<file path="config.mk">
export PLATFORM = sky130hd
export DESIGN_NAME = sseg_x4_decoder
export DESIGN_NICKNAME = d
export VERILOG_FILES = /design/src/rtl/sseg_pkg.sv /design/src/rtl/sseg_decode.sv /design/src/rtl/sseg_x4_decoder.sv
export SDC_FILE = /design/constraint.sdc
export NUM_CORES = 1
export LEC_CHECK = 0
export CAP_MARGIN = 20
export CELL_PAD_IN_SITES_DETAIL_PLACEMENT = 1
export CELL_PAD_IN_SITES_GLOBAL_PLACEMENT = 1
export CORE_AREA = 2 2 116 90
export CTS_CLUSTER_DIAMETER = 60
export DETAILED_ROUTE_END_ITERATION = 10
export DIE_AREA = 0 0 118 92
export GPL_TIMING_DRIVEN = 0
export PLACE_DENSITY = 0.79
export SETUP_SLACK_MARGIN = 0.2
export SYNTH_ARGS = -nofsm -noshare
export SYNTH_HDL_FRONTEND = slang
export SYNTH_HIERARCHICAL = 1
export SYNTH_SLANG_ARGS = --single-unit
</file>
<file path="constraint.sdc">
create_clock -name clk100MHz -period 4.89 [get_ports clk100MHz]
set_input_delay 0.978 -clock clk100MHz [delete_from_list [all_inputs] [get_ports clk100MHz]]
set_output_delay 0.978 -clock clk100MHz [all_outputs]
set_load 0.01 [all_outputs]
</file>
<file path="src/rtl/sseg_pkg.sv">
// rtl/sseg_pkg.sv - shared constants and types for the 7-segment scan decoder
package sseg_pkg;

    // Active-low segment patterns (bit0=a .. bit6=g) for digits 0..9
    localparam logic [6:0] SEG_0 = 7'h40;
    localparam logic [6:0] SEG_1 = 7'h79;
    localparam logic [6:0] SEG_2 = 7'h24;
    localparam logic [6:0] SEG_3 = 7'h30;
    localparam logic [6:0] SEG_4 = 7'h19;
    localparam logic [6:0] SEG_5 = 7'h12;
    localparam logic [6:0] SEG_6 = 7'h02;
    localparam logic [6:0] SEG_7 = 7'h78;
    localparam logic [6:0] SEG_8 = 7'h00;
    localparam logic [6:0] SEG_9 = 7'h10;

    // All segments dark / no anode enabled
    localparam logic [6:0] SEG_BLANK = 7'h7F;
    localparam logic [3:0] AN_BLANK  = 4'b1111;

    typedef enum logic {
        ST_SETTLING = 1'b0,
        ST_HELD     = 1'b1
    } state_t;

endpackage

</file>
<file path="src/rtl/sseg_decode.sv">
// rtl/sseg_decode.sv - active-low 7-segment pattern to BCD decoder
// Ports:
//   i_seg      7-bit active-low segment pattern, bit0=a .. bit6=g
//   o_code_err high when the pattern is not one of the digits 0..9
//   o_bcd      decoded digit, 4'hF on a code error
module sseg_decode
    import sseg_pkg::*;
(
    input  logic [6:0] i_seg,
    output logic       o_code_err,
    output logic [3:0] o_bcd
);

    always_comb begin
        o_code_err = 1'b0;
        o_bcd      = 4'hF;
        case (i_seg)
            SEG_0:   o_bcd = 4'd0;
            SEG_1:   o_bcd = 4'd1;
            SEG_2:   o_bcd = 4'd2;
            SEG_3:   o_bcd = 4'd3;
            SEG_4:   o_bcd = 4'd4;
            SEG_5:   o_bcd = 4'd5;
            SEG_6:   o_bcd = 4'd6;
            SEG_7:   o_bcd = 4'd7;
            SEG_8:   o_bcd = 4'd8;
            SEG_9:   o_bcd = 4'd9;
            default: o_code_err = 1'b1;
        endcase
    end

endmodule

</file>
<file path="src/rtl/sseg_x4_decoder.sv">
// rtl/sseg_x4_decoder.sv - rebuilds 4-digit BCD frames from multiplexed 7-segment scan lines
// Ports:
//   clk100MHz    main clock, rising edge
//   rst          asynchronous reset, active high
//   sseg_an      anode enables, active low, asynchronous
//   sseg_ca      segment lines, active low, asynchronous
//   bcd0..bcd3   last complete frame (bcd0 = digit under an[0])
//   digit_err    per-digit illegal segment code flags of the last frame
//   frame_valid  one-cycle pulse when the frame outputs update
//   anode_err    one-cycle pulse on a settled illegal anode pattern
//   stale        no successful sample for TIMEOUT cycles
module sseg_x4_decoder
    import sseg_pkg::*;
#(
    parameter int SETTLE  = 16,
    parameter int TIMEOUT = 1_000_000
) (
    input  logic       clk100MHz,
    input  logic       rst,
    input  logic [3:0] sseg_an,
    input  logic [6:0] sseg_ca,
    output logic [3:0] bcd0,
    output logic [3:0] bcd1,
    output logic [3:0] bcd2,
    output logic [3:0] bcd3,
    output logic [3:0] digit_err,
    output logic       frame_valid,
    output logic       anode_err,
    output logic       stale
);

    localparam int            SW        = $clog2(SETTLE);
    localparam int            TW        = $clog2(TIMEOUT + 1);
    localparam logic [SW-1:0] STAB_LAST = SW'(SETTLE - 1);
    localparam logic [TW-1:0] TMO_LAST  = TW'(TIMEOUT - 1);
    localparam logic [TW-1:0] TMO_MAX   = TW'(TIMEOUT);

    logic [3:0]    r_an_m, r_an_s;
    logic [6:0]    r_ca_m, r_ca_s;
    logic [10:0]   r_prev;
    logic [SW-1:0] r_stab;
    logic [TW-1:0] r_tmo;
    state_t        r_state, w_state_nx;
    logic [3:0]    r_seen;
    logic [3:0]    r_work [4];
    logic [3:0]    r_werr;
    logic [3:0]    r_bcd [4];
    logic [3:0]    r_digit_err;
    logic          r_frame_valid, r_anode_err, r_stale;

    logic          w_same, w_legal, w_blank, w_settled;
    logic          w_strobe, w_an_bad, w_tmo_hit, w_frame, w_code_err;
    logic [1:0]    w_idx;
    logic [3:0]    w_bcd;

    sseg_decode u_decode (
        .i_seg      (r_ca_s),
        .o_code_err (w_code_err),
        .o_bcd      (w_bcd)
    );

    // Two-flop synchronizer; reset to the idle (dark) pattern
    always_ff @(posedge clk100MHz or posedge rst) begin
        if (rst) begin
            r_an_m <= AN_BLANK;
            r_an_s <= AN_BLANK;
            r_ca_m <= SEG_BLANK;
            r_ca_s <= SEG_BLANK;
            r_prev <= {AN_BLANK, SEG_BLANK};
        end else begin
            r_an_m <= sseg_an;
            r_an_s <= r_an_m;
            r_ca_m <= sseg_ca;
            r_ca_s <= r_ca_m;
            r_prev <= {r_an_s, r_ca_s};
        end
    end

    assign w_same = ({r_an_s, r_ca_s} == r_prev);

    always_comb begin
        w_idx   = 2'd0;
        w_legal = 1'b0;
        w_blank = 1'b0;
        case (r_an_s)
            4'b1110:  begin w_idx = 2'd0; w_legal = 1'b1; end
            4'b1101:  begin w_idx = 2'd1; w_legal = 1'b1; end
            4'b1011:  begin w_idx = 2'd2; w_legal = 1'b1; end
            4'b0111:  begin w_idx = 2'd3; w_legal = 1'b1; end
            AN_BLANK: w_blank = 1'b1;
            default:  ;
        endcase
    end

    always_ff @(posedge clk100MHz or posedge rst) begin
        if (rst) r_state <= ST_SETTLING;
        else     r_state <= w_state_nx;
    end

    // One decision per stable pattern: settle, act once, then wait for a change
    always_comb begin
        w_state_nx = r_state;
        w_settled  = 1'b0;
        case (r_state)
            ST_SETTLING: begin
                if (w_same && r_stab == STAB_LAST) begin
                    w_settled  = 1'b1;
                    w_state_nx = ST_HELD;
                end
            end
            ST_HELD: begin
                if (!w_same) w_state_nx = ST_SETTLING;
            end
            default: w_state_nx = ST_SETTLING;
        endcase
    end

    assign w_strobe  = w_settled & w_legal;
    assign w_an_bad  = w_settled & ~w_legal & ~w_blank;
    // A sample in the expiry cycle wins: the timer restarts instead
    assign w_tmo_hit = ~w_strobe & (r_tmo == TMO_LAST);
    assign w_frame   = (r_seen == 4'b1111);

    always_ff @(posedge clk100MHz or posedge rst) begin
        if (rst) begin
            r_stab        <= '0;
            r_tmo         <= '0;
            r_seen        <= '0;
            r_werr        <= '0;
            r_digit_err   <= '0;
            r_frame_valid <= 1'b0;
            r_anode_err   <= 1'b0;
            r_stale       <= 1'b1;
            for (int i = 0; i < 4; i++) begin
                r_work[i] <= '0;
                r_bcd[i]  <= '0;
            end
        end else begin
            if (!w_same)
                r_stab <= '0;
            else if (r_state == ST_SETTLING && !w_settled)
                r_stab <= r_stab + 1'b1;

            if (w_strobe)
                r_tmo <= '0;
            else if (r_tmo != TMO_MAX)
                r_tmo <= r_tmo + 1'b1;

            if (w_strobe) begin
                r_work[w_idx] <= w_bcd;
                r_werr[w_idx] <= w_code_err;
            end

            if (w_strobe)
                r_seen <= r_seen | (4'b0001 << w_idx);
            else if (w_an_bad || w_tmo_hit || w_frame)
                r_seen <= '0;

            r_frame_valid <= w_frame;
            r_anode_err   <= w_an_bad;
            if (w_frame) begin
                r_digit_err <= r_werr;
                for (int i = 0; i < 4; i++) r_bcd[i] <= r_work[i];
            end

            if (w_frame)
                r_stale <= 1'b0;
            else if (w_tmo_hit)
                r_stale <= 1'b1;
        end
    end

    assign bcd0        = r_bcd[0];
    assign bcd1        = r_bcd[1];
    assign bcd2        = r_bcd[2];
    assign bcd3        = r_bcd[3];
    assign digit_err   = r_digit_err;
    assign frame_valid = r_frame_valid;
    assign anode_err   = r_anode_err;
    assign stale       = r_stale;

endmodule

</file>
==> results.toml <==
[timing]
rsz0062_at_grt = "no"
fin_crit_ns = 2.78
drv_slew = 0
tightest_slew_ns = 0.855
finalHoldViolations = 0
finClkSkew_ns = 0.00878
min_period_over_period_pct = 56.9
setup_slack_ns = 2.11
fmax_ghz = 0.359
finalSetupViolCount = 0
relSlewSlack_pct = 42.3

[floorplan]
coreArea_sq_um = 9890
initial_utilization_pct = 44.1
io_pins = 36
dieArea_sq_um = 10900
die_w_microns = 118
die_h_microns = 92
rows = 32

[route]
highest_layer = "met4"
wl_met2_microns = 4560
wl_met1_microns = 4280
via_per_inst = 5.16
drtIter0Drc = 138
wl_per_cell_microns = 16.4
antenna_left = 0
first_pass_iters = 4
drc = 0
wl_microns = 9230
num_vias = 2907
wl_met3_microns = 268

[worst_setup_path]
worst_ep_arrival_time_ns = 3.01
path_max_fanout = 7
setup.worst_path.class = "flip-flop to flip-flop"
crit_slowest_cell = "or4_4"
crit_chain = "clkbuf_1 > xor2_1 > or4_4 > nor4_4 > nand4_1 > mux2_2"
cp_data_required_time_ns = 5.12
critPathCaptureType = "flip-flop"
startpoint_type = "flip-flop"
r2r_slack_ns = 2.11
critPathMaxStageDelay_ns = 0.54

[placed_design]
port_buffers = 35
post-place-ws_ns = 2.11
placed_cells = 547
hpwl_microns = 6530
gp_congestion = 0.742

[power_and_ir_drop]
p_seq_share_pct = 54.4
combinationalPowerShare_pct = 3.7
ir_worst_vdd_mv = 0.206
p_per_area_nw_per_um2 = 321
p_switching_w = 0.000373
p_leak_nw = 2.31
swShare_pct = 22.4
p_int_w = 0.00129
p_clk_share_pct = 41.9

[grt]
overflow = 0
antenna_found_initial = 0
grt_pass1_wl_microns = 15500
grt_max_degree = 69
grt_pass1_vias = 3009
track_usage_pct = 18.4

[synth]
syn-num-nets = 391
synth-edff-count = 0
synthesis.instances = 375
ys_ff_latch = 105
synth_cell_type_count = 52
syn_avg_cell_area_sq_um = 11.6
synth_top_area_cell = "dfrtp_1"
synth_top_area_share_pct = 40.8
synth-simple-area-share_pct = 18.7
synth_top_family_by_area = "simple AND/OR/NAND/NOR gates"
synth.yosys.warnings = 6
asyncSetResetFlopFracSynth_pct = 100
netlist_area_sq_um = 4360
synth.area.top_cells = "dfrtp_1, dfstp_2, nand2_1"
yosysSeqAreaShare_pct = 61.3
synthMuxAreaShare_pct = 5.86
synth-adder-area-share_pct = 1.09
synth-main-ff-cell = "dfrtp_1"
synthXorXnorAreaFrac_pct = 6.23
synth_compound_area_share_pct = 4.97

[status]
status = "completed"

[clock_tree]
ctsHoldBuffers = 0
clockRootBuffer = "clkbuf_16"
clock_latency_ns = 0.35
cts_max_path_buffers = 2
path_clk_slew_ns = 0.07
cts_buffers = 9
cts-resized-gates = 0
htreeDepth = 3
cts.sinks = 105
cts_tree = "yes"
cts_setup_buffers = 0

[cells_and_area]
final_cell_mix = "dfrtp_1, nand2_1, clkdlybuf4s50_1, dfstp_2, nor2_1"
syn_to_final_growth_pct = 19.2
antenna_cells = 0
drive_gt1_share_pct = 20.6
nFillCells = 1079
mostFrequentLayoutCell = "dfrtp_1"
nNetsFinal = 438
stdcell_count = 563

[flow_run]
cap_violations = 0

[worst_hold_path]
hp-class = "flip-flop to flip-flop"
-- power by group through the flow --
stage / logic, W / registers [W] / clock network (W)
floorplan: 0.0000376 / 0.000918 / 0
global placement: 0.0000562 / 0.000921 / 0
detailed placement: 0.0000627 / 0.000923 / 0
CTS: 0.0000634 / 0.000908 / 0.000717
global route: 0.0000692 / 0.000910 / 0.000757
finish: 0.0000616 / 0.000908 / 0.000698
-- sequential cells by signal, summed over array words and instances, names as in the netlist --
signal / count
r_an_m: 4
bcd3: 4
r_work: 16
r_state: 1
bcd2: 4
r_stab: 4
anode_err: 1
r_ca_s: 7
r_seen: 4
r_prev: 11
bcd1: 4
r_tmo: 20
frame_valid: 1
r_ca_m: 7
r_an_s: 4
r_werr: 4
stale: 1
bcd0: 4
digit_err: 4
-- critical path, delay by kind of cell (launching register included) --
kind,cells,cell delay [ns]
muxes,1,0.40
DFF,1,0.53
buffers and inverters,1,0.29
and+or+nand+nor,3,1.30
xor gates and xnor gates,1,0.14
-- cell families after synthesis --
kind of cell | after synthesis
fa+ha+maj | 4
flops | 105
buf+inv | 21
mux | 23
simple gates | 161
xor+xnor | 31
compound gates | 30
-- final timing paths --
| path | startpoint | end | cells past startpoint |
|---|---|---|---|
| max in group asynchronous | rst | r_an_m[1] | 3 |
| setup reg to reg | r_an_s[1] | r_work[4] | 6 |
| min in group asynchronous | rst | r_tmo[13] | 2 |
| hold reg to reg | r_ca_m[4] | r_ca_s[4] | 0 |
| setup / recovery | r_an_s[1] | r_work[4] | 6 |
| hold / removal | r_ca_m[4] | r_ca_s[4] | 0 |
-- per-stage QoR --
stage | instance area (sq um) | power [W] | hold WS [ns] | utilization [%] | TNS (ns)
floorplan | 4360 | 0.000956 | 0.345 | - | 0
global placement | 4880 | 0.000978 | 0.345 | 49.3 | -17.44
detailed placement | 4910 | 0.000986 | 0.347 | 49.6 | 0
CTS | 5200 | 0.00169 | 0.357 | 52.6 | 0
global route | 5200 | 0.00174 | 0.361 | 52.6 | 0
finish | 5200 | 0.00167 | 0.357 | 52.6 | 0
-- area by class of cell --
cell class | count | area [sq um] | share of cell area [%]
clock buffers | 11 | 253 | 4.86
plain buffers | 9 | 38.8 | 0.746
flip-flops and latches | 105 | 2670 | 51.4
well taps | 136 | 170 | 3.27
repair buffers | 36 | 378 | 7.27
inverters | 12 | 47.5 | 0.915
clock inverters | 5 | 35.0 | 0.674
multi-input cells | 249 | 1610 | 30.9
-- Yosys cell counts, types with 3 or more instances --
library cell and instances:
or3_1 4, xor2_1 20, xnor2_1 11, nor3_1 7, ha_1 3, inv_1 12, a21oi_1 12, clkbuf_1 7
o21ai_0 5, and3_1 3, nand2b_1 5, mux2i_1 3, or4_1 7, dfrtp_1 71, mux2_2 20, nand2_1 67
nand4_1 6, nor2b_1 5, nor2_1 26, nand3_1 11, dfstp_2 34
-- layer usage --
metal | track usage, % | vias to the layer above
met3 | 4.23 | 12
met1 | 24.1 | 1497
li1 | - | 1364
met4 | 6.22 | 0
met2 | 30.6 | 34
met5 | 0 | -
Power figures use the tool's default switching activity.
